File: src/rtl/gray_pkg.sv
// Gray/binary conversion helpers shared by the encoder side, this decoder and the bench.
// Functions work on a GRAY_MAXW-bit container; unused upper bits must be zero.
package gray_pkg;

  localparam int GRAY_MAXW = 32;

  function automatic logic [GRAY_MAXW-1:0] bin2gray(input logic [GRAY_MAXW-1:0] b);
    return b ^ (b >> 1);
  endfunction

  // Each binary bit is the XOR of its Gray bit and every Gray bit above it.
  function automatic logic [GRAY_MAXW-1:0] gray2bin(input logic [GRAY_MAXW-1:0] g);
    logic [GRAY_MAXW-1:0] b;
    b = g;
    for (int s = 1; s < GRAY_MAXW; s++) begin
      b = b ^ (g >> s);
    end
    return b;
  endfunction

  function automatic logic onehot0_or_zero(input logic [GRAY_MAXW-1:0] x);
    return ((x & (x - GRAY_MAXW'(1))) == '0);
  endfunction

endpackage

File: src/rtl/gray_sync_decode_sync_chain.sv
// Synchronous-reset flop chain used to bring an asynchronous Gray bus into the clk domain.
module sync_chain #(
  parameter int WIDTH       = 4,
  parameter int SYNC_STAGES = 2
) (
  input  logic             clk,
  input  logic             rst,
  input  logic [WIDTH-1:0] d,
  output logic [WIDTH-1:0] q
);

  logic [WIDTH-1:0] stage_q [SYNC_STAGES];

  always_ff @(posedge clk) begin
    if (rst) begin
      for (int k = 0; k < SYNC_STAGES; k++) begin
        stage_q[k] <= '0;
      end
    end else begin
      stage_q[0] <= d;
      for (int k = 1; k < SYNC_STAGES; k++) begin
        stage_q[k] <= stage_q[k-1];
      end
    end
  end

  assign q = stage_q[SYNC_STAGES-1];

endmodule

File: src/rtl/gray_sync_decode.sv
// Synchronises a Gray-coded bus, decodes it to binary and reports each change with
// its modular step size and a flag for illegal multi-bit transitions.
module gray_sync_decode
  import gray_pkg::*;
#(
  parameter int WIDTH       = 4,
  parameter int SYNC_STAGES = 2
) (
  input  logic             clk,
  input  logic             rst,
  input  logic [WIDTH-1:0] gray_in,
  output logic [WIDTH-1:0] gray_sync,
  output logic [WIDTH-1:0] bin_out,
  output logic             upd,
  output logic [WIDTH-1:0] step,
  output logic             err
);

  logic [WIDTH-1:0] grayPrev_q;
  logic [WIDTH-1:0] binOut_q;
  logic [WIDTH-1:0] step_q;
  logic             upd_q;
  logic             err_q;

  logic [WIDTH-1:0] bin_d;
  logic             multiBit_d;

  sync_chain #(
    .WIDTH       (WIDTH),
    .SYNC_STAGES (SYNC_STAGES)
  ) u_sync (
    .clk (clk),
    .rst (rst),
    .d   (gray_in),
    .q   (gray_sync)
  );

  always_comb begin
    bin_d      = WIDTH'(gray2bin(GRAY_MAXW'(gray_sync)));
    multiBit_d = !onehot0_or_zero(GRAY_MAXW'(gray_sync ^ grayPrev_q));
  end

  // An illegal jump still updates bin_out; err only flags it alongside upd.
  always_ff @(posedge clk) begin
    if (rst) begin
      grayPrev_q <= '0;
      binOut_q   <= '0;
      step_q     <= '0;
      upd_q      <= 1'b0;
      err_q      <= 1'b0;
    end else begin
      grayPrev_q <= gray_sync;
      binOut_q   <= bin_d;
      step_q     <= bin_d - binOut_q;
      upd_q      <= (gray_sync != grayPrev_q);
      err_q      <= multiBit_d;
    end
  end

  assign bin_out = binOut_q;
  assign step    = step_q;
  assign upd     = upd_q;
  assign err     = err_q;

endmodule

File: config.mk
export PLATFORM = sky130hd
export DESIGN_NAME = gray_sync_decode
export DESIGN_NICKNAME = d
export VERILOG_FILES = /design/src/rtl/gray_pkg.sv /design/src/rtl/gray_sync_decode_sync_chain.sv /design/src/rtl/gray_sync_decode.sv
export SDC_FILE = /design/constraint.sdc
export NUM_CORES = 1
export LEC_CHECK = 0
export CORE_ASPECT_RATIO = 0.9
export CORE_MARGIN = 2
export CORE_UTILIZATION = 53
export CTS_BUF_LIST = sky130_fd_sc_hd__clkbuf_8
export DETAILED_ROUTE_END_ITERATION = 10
export MAX_ROUTING_LAYER = met4
export PLACE_DENSITY_LB_ADDON = 0.05
export SLEW_MARGIN = 0
export SYNTH_ARGS = -nofsm -noshare
export SYNTH_HDL_FRONTEND = slang
export SYNTH_SLANG_ARGS = --single-unit
File: constraint.sdc
create_clock -name clk -period 3.3 [get_ports clk]
set_clock_uncertainty 0.05 [all_clocks]
set_input_delay 0.495 -clock clk [delete_from_list [all_inputs] [get_ports clk]]
set_output_delay 0.495 -clock clk [all_outputs]
set_load 0.03 [all_outputs]
==> flow_summary.toml <==
[floorplan]
chipWidth_um = 44.9
design.die.area_sq_um = 1830
rows = 13
die_height_um = 40.8
top_level_ports = 20
initial_utilization_pct = 55.8
floorplan.core_area_sq_um = 1430

[global_routing]
grt_overflow = 0
grt_pass1_vias = 396
grt_use_total_pct = 13.7
grt_start_max_net_pins = 22
first_pass_grt_wire_length_um = 1610
antenna_found_initial = 0

[timing]
final-hold-violation-count = 0
maxSlewViolCount = 0
post-route-min-period_ns = 2.04
worst_slew_margin_rel_pct = 50.2
pin_slew_with_the_least_headroom_to_its_limit_ns = 0.745
fin_ws_ns = 1.26
maxClockFrequency_ghz = 0.490
grt_setup_unrepaired = "no"
setup_violations = 0
final.setup.tns_ns = 0
min_period_over_period_pct = 61.8

[logic_synthesis]
synth_cell_types = 19
synth_most_common_cell = "dfxtp_1"
postSynthNetCount = 84
synthesis.area_per_instance_sq_um = 10.8
syn-instance-count = 74
synth_common_cells = "21 x dfxtp_1, 13 x nor2b_1, 6 x buf_4, 6 x nor2_1, 4 x inv_1"
synth.top_cells.by_area = "dfxtp_1 53%, nor2b_1 10%, buf_4 5.6%, ha_1 4.7%, xor2_2 4.1%"
async_flop_share_pct = 0
seq_total_area_yosys_pct = 52.7
synth-warning-count = 0
ys_seq_elements = 21
syn-cell-area_sq_um = 798
synth_top_flop_cell = "dfxtp_1"
number_of_synthesized_flops_with_an_enable_pin = 0
synthDominantAreaCellType = "dfxtp_1"
yosysTopAreaCellShare_pct = 52.7

[placement]
dp_worst_setup_slack_ns = 1.26
dpl.cell_count = 101
numPortBuffers = 19
dp_hpwl_um = 739
finalWeightedCongestion = 0.724

[finish]
layout.nets = 101
stdcell_count = 105
n_antenna_cell = 0
utilization_pct = 70.4
drive_gt1_share_pct = 10.0
area_growth_pct = 26.2

[pwr]
cellLeakagePower_nw = 0.411
vdd_drop_max_mv = 0.389
power_density_over_cell_area_nw_per_um2 = 552

[cts]
post_cts.repair.setup_buffers = 0
cts.clk_slew.worst_paths_ns = 0.08
post_cts_resized = 0
clockRootBuffer = "clkbuf_8"
cts_sinks = 21
clk_latency_ns = 0.26
cts_max_path_buffers = 2
cts_hold_buffers = 0
cts.htree.levels = 1
tritoncts.num_buffers = 3
tritoncts = "yes"

[drt]
route.detailed.drc = 0
ant_nets = 0
detail_route.wl_per_cell_um = 9.55
route.detailed.vias_per_inst = 4.52
num_vias = 475
total_wirelength_um = 1000
initialDrtViolationCount = 1
drt_pass1_iterations = 2

[run_status]
status = "finished, final reports clean"

[worst_hold_path]
holdCritPathClass = "reg -> reg"

[critical_path]
worst_setup_path_end_kind = "register"
criticalPathCategory = "reg -> reg"
critical_path_required_ns = 3.37
cp_data_arrival_time_ns = 2.11
path_max_fanout = 4
worstSetupStartpointType = "register"

[run]
drv.max_cap_violation_count = 0
worst max-delay path, cell delays in order, from the launching register on:
cell and delay, ns:
dfxtp_1 0.43, xor2_2 0.25, xnor2_2 0.21, xor2_2 0.13, ha_1 0.23, fa_1 0.38, xor2_1 0.16, nor2_1 0.05
path summary, 6_finish.rpt:
kind | slack [ns] | start | endpoint | cells after the start
max | 1.26 | u_sync.stage_q[0][7]$_SDFF_PP0_ | step[2]$_SDFF_PP0_ | 7
min | 0.39 | u_sync.stage_q[0][1]$_SDFF_PP0_ | u_sync.stage_q[0][5]$_SDFF_PP0_ | 1
max reg2reg | 1.26 | u_sync.stage_q[0][7]$_SDFF_PP0_ | step[2]$_SDFF_PP0_ | 7
min reg2reg | 0.39 | u_sync.stage_q[0][1]$_SDFF_PP0_ | u_sync.stage_q[0][5]$_SDFF_PP0_ | 1
logic make-up (layout without fill, tap and decap cells):
group / after synthesis / after routing / share of synthesized area (%)
fa+ha+maj: 4 / 4 / 7.21
simple gates: 25 / 25 / 17.4
xor+xnor: 8 / 8 / 11.6
compound gates: 5 / 5 / 3.13
flops: 21 / 21 / 52.7
buf+inv: 11 / 27 / 7.99
layer usage:
layer	part of all wire [%]	vias up	track usage, %
met5	0	-	-
met4	1.1	0	6.62
met3	6.7	2	6.61
met2	46	15	21.7
met1	46	206	14.6
li1	-	252	-
cells in the final DEF (no fill, tap or decap):
master	count
nor2_1	6
dfxtp_1	21
fa_1	1
nor2_2	1
inv_1	4
nor2b_2	1
a21oi_1	3
and3_1	1
clkinvlp_4	1
xnor2_2	1
xor2_2	2
nand2_1	1
o21ai_0	2
nor2b_1	13
xor2_1	3
clkdlybuf4s50_1	19
nor3_1	2
clkbuf_8	3
ha_1	3
xnor2_1	2
through the flow:
stage,instance area [sq um],hold WS (ns),power [mW]
final,1010,0.392,0.556
after detailed placement,958,0.376,0.397
after floorplan,798,0.364,0.360
after global placement,958,0.368,0.396
after global routing,1010,0.421,0.588
after CTS,1010,0.395,0.565
where the power goes:
| group | switching [mW] | internal, mW |
|---|---|---|
| combinational | 0.0598 | 0.0507 |
| clock | 0.0807 | 0.0851 |
| sequential | 0.00782 | 0.272 |
flip-flops by register name (all words and copies together) (netlist names):
| register | count |
|---|---|
| u_sync.stage_q | 8 |
| upd | 1 |
| step | 4 |
| bin_out | 4 |
| err | 1 |
| grayPrev_q | 3 |
layout make-up:
cell class	count	area, sq um
clock buffers	3	41.3
clock inverters	1	7.51
fillers	120	424
inverters	4	15.0
multi-input cells	42	314
flip-flops and latches	21	420
well taps	15	18.8
repair buffers	19	190
Note: power is estimated with default switching activity, not from simulation.
